**config.mk**
```make
export PLATFORM = sky130hd
export DESIGN_NAME = run_ctrl
export DESIGN_NICKNAME = d
export VERILOG_FILES = /design/src/rtl/run_ctrl_pkg.sv /design/src/rtl/run_ctrl_rst_sync.sv /design/src/rtl/run_ctrl.sv
export SDC_FILE = /design/constraint.sdc
export NUM_CORES = 1
export LEC_CHECK = 0
export CAP_MARGIN = 40
export CORE_UTILIZATION = 31
export DETAILED_ROUTE_END_ITERATION = 10
export PLACE_DENSITY = 0.65
export SLEW_MARGIN = 15
export SYNTH_ARGS = -nofsm -noshare
export SYNTH_HDL_FRONTEND = slang
export SYNTH_HIERARCHICAL = 1
export SYNTH_SLANG_ARGS = --single-unit
export TNS_END_PERCENT = 20
```
**constraint.sdc**
```tcl
create_clock -name clk -period 2.6 [get_ports clk]
set_input_delay 0.52 -clock clk [delete_from_list [all_inputs] [get_ports clk]]
set_output_delay 0.52 -clock clk [all_outputs]
set_load 0.1 [all_outputs]
```
**src/rtl/run_ctrl_pkg.sv**
```systemverilog
// run_ctrl_pkg: shared types and constants for the run controller.
// Holds the FSM state encoding plus the halt-code width and good-trap value.
package run_ctrl_pkg;

    // Run controller sequencing states.
    typedef enum logic [1:0] {
        SYNC = 2'd0,  // waiting for the synchronised external reset to release
        HOLD = 2'd1,  // core held in reset for RST_CYCLES cycles
        RUN  = 2'd2,  // core released and running
        DONE = 2'd3   // run finished (halt or watchdog); status frozen
    } run_state_t;

    localparam int unsigned        HALT_CODE_W    = 32;
    localparam logic [HALT_CODE_W-1:0] GOOD_TRAP_CODE = '0;

endpackage : run_ctrl_pkg

```
**src/rtl/run_ctrl_rst_sync.sv**
```systemverilog
// rst_sync_2ff: two-flop reset synchroniser.
// Asserts asynchronously with i_rst_n, deasserts synchronously two edges later.
module rst_sync_2ff (
    input  logic i_clk,
    input  logic i_rst_n,
    output logic o_rst_sync_n
);

    logic r_meta;
    logic r_sync;

    // Shift a constant 1 through two flops; async clear on external reset.
    always_ff @(posedge i_clk or negedge i_rst_n) begin
        if (!i_rst_n) begin
            r_meta <= 1'b0;
            r_sync <= 1'b0;
        end else begin
            r_meta <= 1'b1;
            r_sync <= r_meta;
        end
    end

    assign o_rst_sync_n = r_sync;

endmodule : rst_sync_2ff

```
**src/rtl/run_ctrl.sv**
```systemverilog
// run_ctrl: sequences the core through reset hold, run and completion.
// Synchronises rst_n, holds the core in reset for RST_CYCLES, counts run
// cycles and ends the run on a halt report or (optionally) a watchdog.
// Optional feature macro: RUN_CTRL_TIMEOUT_EN compiles in the watchdog;
// without it `timeout` is tied low and TIMEOUT_CYCLES is unused.
module run_ctrl
    import run_ctrl_pkg::*;
#(
    parameter int unsigned RST_CYCLES     = 10,
    parameter int unsigned TIMEOUT_CYCLES = 1000000,
    parameter int unsigned CNT_W          = 32
) (
    input  logic                   clk,
    input  logic                   rst_n,
    input  logic                   soft_rst_req,
    input  logic                   core_halt_vld,
    input  logic [HALT_CODE_W-1:0] core_halt_code,
    output logic                   core_rst_n,
    output logic [CNT_W-1:0]       run_cycles,
    output logic [HALT_CODE_W-1:0] halt_code,
    output logic                   done,
    output logic                   pass,
    output logic                   timeout
);

    localparam int unsigned HOLD_W = (RST_CYCLES > 1) ? $clog2(RST_CYCLES) : 1;
    localparam logic [HOLD_W-1:0] HOLD_LAST = HOLD_W'(RST_CYCLES - 1);

    run_state_t             r_state;
    run_state_t             w_state_nxt;
    logic [HOLD_W-1:0]      r_hold_cnt;
    logic                   r_core_rst_n;
    logic [CNT_W-1:0]       r_run_cycles;
    logic [HALT_CODE_W-1:0] r_halt_code;
    logic                   r_done;
    logic                   r_pass;

    logic w_rst_sync_n;
    logic w_soft;
    logic w_halt;
    logic w_wdog;
    logic w_hold_last;
    logic w_run_sat;

    rst_sync_2ff u_rst_sync (
        .i_clk        (clk),
        .i_rst_n      (rst_n),
        .o_rst_sync_n (w_rst_sync_n)
    );

    assign w_soft      = soft_rst_req && (r_state != SYNC);
    assign w_halt      = core_halt_vld && (r_state == RUN);
    assign w_hold_last = (r_hold_cnt == HOLD_LAST);
    assign w_run_sat   = &r_run_cycles;

`ifdef RUN_CTRL_TIMEOUT_EN
    localparam logic [CNT_W-1:0] WDOG_LAST = CNT_W'(TIMEOUT_CYCLES - 1);

    logic r_timeout;

    // Watchdog fires on the last allowed run cycle unless a halt arrives with it.
    assign w_wdog = (r_state == RUN) && !core_halt_vld && (r_run_cycles == WDOG_LAST);

    // Timeout flag: set on watchdog exit, cleared by soft reset, else frozen.
    always_ff @(posedge clk or negedge rst_n) begin
        if (!rst_n) begin
            r_timeout <= 1'b0;
        end else if (w_soft) begin
            r_timeout <= 1'b0;
        end else if (w_halt) begin
            r_timeout <= 1'b0;
        end else if (w_wdog) begin
            r_timeout <= 1'b1;
        end
    end

    assign timeout = r_timeout;
`else
    logic w_unused_timeout_cycles;

    assign w_unused_timeout_cycles = (TIMEOUT_CYCLES != 0);
    assign w_wdog  = 1'b0;
    assign timeout = 1'b0;
`endif

    // State register.
    always_ff @(posedge clk or negedge rst_n) begin
        if (!rst_n) begin
            r_state <= SYNC;
        end else begin
            r_state <= w_state_nxt;
        end
    end

    // Next-state logic; soft reset overrides every other exit.
    always_comb begin
        w_state_nxt = r_state;
        case (r_state)
            SYNC: if (w_rst_sync_n) w_state_nxt = HOLD;
            HOLD: if (w_hold_last) w_state_nxt = RUN;
            RUN:  if (w_halt || w_wdog) w_state_nxt = DONE;
            DONE: w_state_nxt = DONE;
            default: w_state_nxt = SYNC;
        endcase
        if (w_soft) begin
            w_state_nxt = HOLD;
        end
    end

    // Hold counter, core reset, run counter and halt status.
    // core_rst_n is registered from the state being entered so it rises
    // on the same edge that moves HOLD into RUN.
    always_ff @(posedge clk or negedge rst_n) begin
        if (!rst_n) begin
            r_hold_cnt   <= '0;
            r_core_rst_n <= 1'b0;
            r_run_cycles <= '0;
            r_halt_code  <= '0;
            r_done       <= 1'b0;
            r_pass       <= 1'b0;
        end else if (w_soft) begin
            r_hold_cnt   <= '0;
            r_core_rst_n <= 1'b0;
            r_run_cycles <= '0;
            r_halt_code  <= '0;
            r_done       <= 1'b0;
            r_pass       <= 1'b0;
        end else begin
            case (r_state)
                SYNC: begin
                    r_hold_cnt   <= '0;
                    r_core_rst_n <= 1'b0;
                end
                HOLD: begin
                    r_hold_cnt   <= r_hold_cnt + 1'b1;
                    r_core_rst_n <= w_hold_last;
                end
                RUN: begin
                    r_core_rst_n <= 1'b1;
                    if (!w_run_sat) begin
                        r_run_cycles <= r_run_cycles + 1'b1;
                    end
                    if (w_halt) begin
                        r_halt_code <= core_halt_code;
                        r_done      <= 1'b1;
                        r_pass      <= (core_halt_code == GOOD_TRAP_CODE);
                    end else if (w_wdog) begin
                        r_done <= 1'b1;
                        r_pass <= 1'b0;
                    end
                end
                DONE: begin
                    r_core_rst_n <= 1'b1;
                end
                default: begin
                    r_core_rst_n <= 1'b0;
                end
            endcase
        end
    end

    assign core_rst_n = r_core_rst_n;
    assign run_cycles = r_run_cycles;
    assign halt_code  = r_halt_code;
    assign done       = r_done;
    assign pass       = r_pass;

endmodule : run_ctrl

```
==> impl.org <==
** Run status
- Status :: complete, no violations

** Yosys
- Synth warnings :: 6
- Top cells by area in the synthesized netlist :: dfrtp_1 (49%), a22o_1 (7.6%), o21ai_0 (3.4%), nor2_1 (2.5%), nor4_1 (2.1%)
- Portion of the post-synthesis area used by sequential elements :: 49.1%
- Post-synth top area cell :: dfrtp_1
- Synthesis instantiated 57 different standard cells from the library.
- Cell area after synthesis :: 3820 sq um
- Area fraction of the dominant cell type after synthesis :: 49.1%
- EDFF count, synth :: 0
- For this run, the leading register cell type out of synthesis is dfrtp_1.
- Of all flip-flops after synthesis, the portion carrying an async set or reset was 100%.
- Counting flops and latches in the post-synthesis netlist gives 75.
- Counting every net in the synthesized netlist gives 410.
- Post-Synthesis Cells :: 371
- Syn_area_per_cell :: 10.3 sq um

** Layout
- Relative to the synthesized area, the layout overhead comes to 35.5%.
- Total of fill cells in the finished design :: 1156
- Layout cells sized above 1 :: 25.2%
- Nets :: 511
- Antenna Cells :: 0
- After routing the design area is 5180 sq um.
- Post-layout util :: 43.1%

** Global route
- Wire length of the first global-routing pass :: 17000 um
- Entering global routing, the biggest net connects 42 pins.
- Antenna violations before repair :: 0
- Via count of the first global-routing pass :: 3370
- Global router's overall resource usage :: 16.8%
- After global routing the overflow that remains totals 0.

** Power and ir drop
- Summed over all nets, the switching power comes to 1.14 mW.
- Cell internal power was estimated by the tool at 2.26 mW.
- The worst-case IR drop observed on VDD is 0.000350 V.
- Combinational cells account for 21.4% of the total power.
- The share of total power dissipated in the clock network is 39.5%.
- Sw Ratio :: 33.5%
- Sequential power share :: 39.0%
- In this run the static leakage power is 2.30 nW.
- For this design the ratio of total power to cell area is 656 nW/um^2.

** Detailed routing
- Before antenna repair, the detailed router went through 4 iterations.
- Vias :: 3394
- In the final routed layout, each cell accounts on average for 16.4 um.
- Post-DR vias/cell :: 5.44
- In the routed design, unresolved DRC markers number 0.
- The routed design has 10200 um of wire.
- For this block, the initial DRC count from the detailed router was 131.
- Once detail routing completed, the nets flagged for antenna violations numbered 0.

** Place
- The congestion estimate from routability-driven global placement came to 0.754.
- Buffers placed on the I/O ports in this run total 102.
- At the placement stage, the worst setup path has a slack of 0.426 ns.
- Detailed placement finished with a half-perimeter wire length of 7070 um.
- Post-place instance area :: 4830 sq um

** Setup path
- At the worst endpoint, the required time is 2.88 ns.
- CP cell instances :: ha_1 -> nand3_4 -> or4_4 -> or4_1 -> a21oi_1 -> a21o_1
- The startpoint identified for the worst register-to-register timing path is run_cycles[0].
- In this design, the stage delay of the slowest critical-path cell is 0.57 ns.
- Launching instance or port of the critical path :: run_cycles[0]
- Family with the most delay on the worst path :: simple AND/OR/NAND/NOR gates
- Counting both buffers and inverters, the worst setup path holds a total of 0.
- At the worst endpoint, the arrival time is 2.36 ns.
- CP Max Fanout :: 7
- For this design, the slowest cell found on the critical path is or4_4.
- The worst setup path is captured at a flip-flop.
- Type of the worst setup path :: flip-flop to flip-flop
- Nature of the critical path startpoint :: flip-flop

** Floorplanning
- Starting density of the core :: 31.8%
- Width of the die :: 113 um
- Die boundary height :: 113 um
- The region available for standard cell placement spans 12000 sq um.
- Site Rows :: 40
- The floorplan step defined a die boundary enclosing 12800 sq um.
- For this design the top-level I/O count stands at 104.

** Timing
- Setup repair after global routing left no endpoint under its margin.
- Pins over their slew limit :: 0
- # setup viols final :: 0
- The final hold violation count was 0.
- Final cycle utilization of the critical path :: 80.2%
- Clock Skews :: 0.00867 ns
- Setup TNS :: 0 ns
- For this run, the top clock speed supported by timing is 480 MHz.
- Worst Tran Pin Value :: 0.805 ns
- Counting I/O delays and the setup requirement, the final critical path takes 2.08 ns.
- Worst slew margin relative to its limit :: 46.4%
- After layout, the worst setup slack is 0.515 ns.

** Clock network
- CTS max path bufs :: 2
- Clock Root Buffer :: clkbuf_16
- The number of clock buffers added by TritonCTS is 9.
- TritonCTS built the clock tree.
- Sinks on Clock Net :: 75
- After clock tree synthesis, the clock-pin slew on the worst setup and hold paths is 0.06 ns.
- Clock latency on the worst-skew pair, taken at its later pin, is 0.34 ns.
- Number of levels the H-tree was split into :: 3

** Flow run
- The tool flagged a number of max-cap violations equal to 0.

** Worst hold path
- The tightest min-delay check is of the flip-flop to flip-flop type.
- Hold path startpoint :: u_rst_sync/r_meta
-- cell usage in the layout (no fill, tap or decap), types with 10 or more instances in the layout --
master / n
nor4_1: 13
buf_4: 79
nand4_1: 10
nor2_1: 25
clkdlybuf4s50_1: 33
nand3_1: 13
dfrtp_1: 73
o21ai_0: 26
a21oi_1: 11
nand3b_1: 10
nand2_1: 15
a22o_1: 33
-- worst paths after layout --
kind,endpoint,cells after the start,slack (ns)
setup / recovery,run_cycles[16],6,0.52
hold / removal,u_rst_sync/o_rst_sync_n,0,0.36
max in group asynchronous,run_cycles[0],4,1.43
setup reg to reg,run_cycles[16],6,0.52
hold reg to reg,u_rst_sync/o_rst_sync_n,0,0.36
min in group asynchronous,done,2,0.50
-- cell usage after synthesis, types with 5 or more instances --
| cell type | n |
|---|---|
| or3_1 | 7 |
| nand3_1 | 13 |
| clkbuf_1 | 16 |
| nor4_1 | 13 |
| a21oi_1 | 11 |
| and4_1 | 5 |
| nand2_1 | 15 |
| nand3b_1 | 10 |
| nand4_1 | 10 |
| dfrtp_1 | 75 |
| o21ai_0 | 26 |
| o211ai_1 | 5 |
| nor3_1 | 9 |
| o2bb2ai_1 | 5 |
| nor2_1 | 25 |
| inv_1 | 5 |
| a22o_1 | 33 |
| mux2i_1 | 6 |
-- metrics by stage --
step	power, mW	std cells	hold WS [ns]
2_1_floorplan	1.85	371	0.224
3_3_place_gp	2.07	605	0.335
3_5_place_dp	2.08	606	0.346
4_1_cts	3.44	622	0.265
5_1_grt	3.54	624	0.378
6_report	3.40	624	0.356
-- sequential cells by signal (all words and copies together), names as in the netlist --
signal / cells
r_state: 2
halt_code: 32
done: 1
run_cycles: 32
core_rst_n: 1
pass: 1
u_rst_sync/o_rst_sync_n: 1
u_rst_sync/r_meta: 1
r_hold_cnt: 4
-- final cells by class --
| cell class | instances | area, sq um | area share, % |
|---|---|---|---|
| clock buffer | 11 | 233 | 4.49 |
| clock inverter | 5 | 85.1 | 1.64 |
| inverter | 5 | 18.8 | 0.362 |
| multi-input combinational | 263 | 1790 | 34.5 |
| sequential | 75 | 1880 | 36.3 |
| tap | 147 | 184 | 3.55 |
| timing repair buffer | 118 | 995 | 19.2 |
-- repair_timing --
action | in CTS | in global routing
gates resized for setup | 0 | 0
endpoints found under the hold margin | 0 | 1
setup buffers | 0 | 0
hold buffers | 0 | 1
-- per-layer routing --
metal / vias to the layer above / GRT usage, % / wire, um
met5: - / 0 / 0
met4: 0 / 5.09 / 125
met3: 12 / 5.41 / 756
met2: 123 / 27.7 / 4890
met1: 1641 / 21.1 / 4440
li1: 1618 / - / -
-- kinds of logic after synthesis --
group	after synthesis	synth area share, %
mux	6	1.57
flops	75	49.1
other cells	2	0.196
fa+ha+maj	3	0.982
simple gates	147	24.0
compound gates	105	19.7
buf+inv	33	4.45
-- power by group through the flow --
| stage | registers [mW] | logic (mW) | clock network (mW) |
|---|---|---|---|
| 6_report | 1.33 | 0.729 | 1.34 |
| 3_5_place_dp | 1.35 | 0.731 | 0 |
| 2_1_floorplan | 1.70 | 0.147 | 0 |
| 5_1_grt | 1.34 | 0.767 | 1.43 |
| 3_3_place_gp | 1.34 | 0.722 | 0 |
| 4_1_cts | 1.33 | 0.732 | 1.38 |
(Power assumes the default switching activity.)
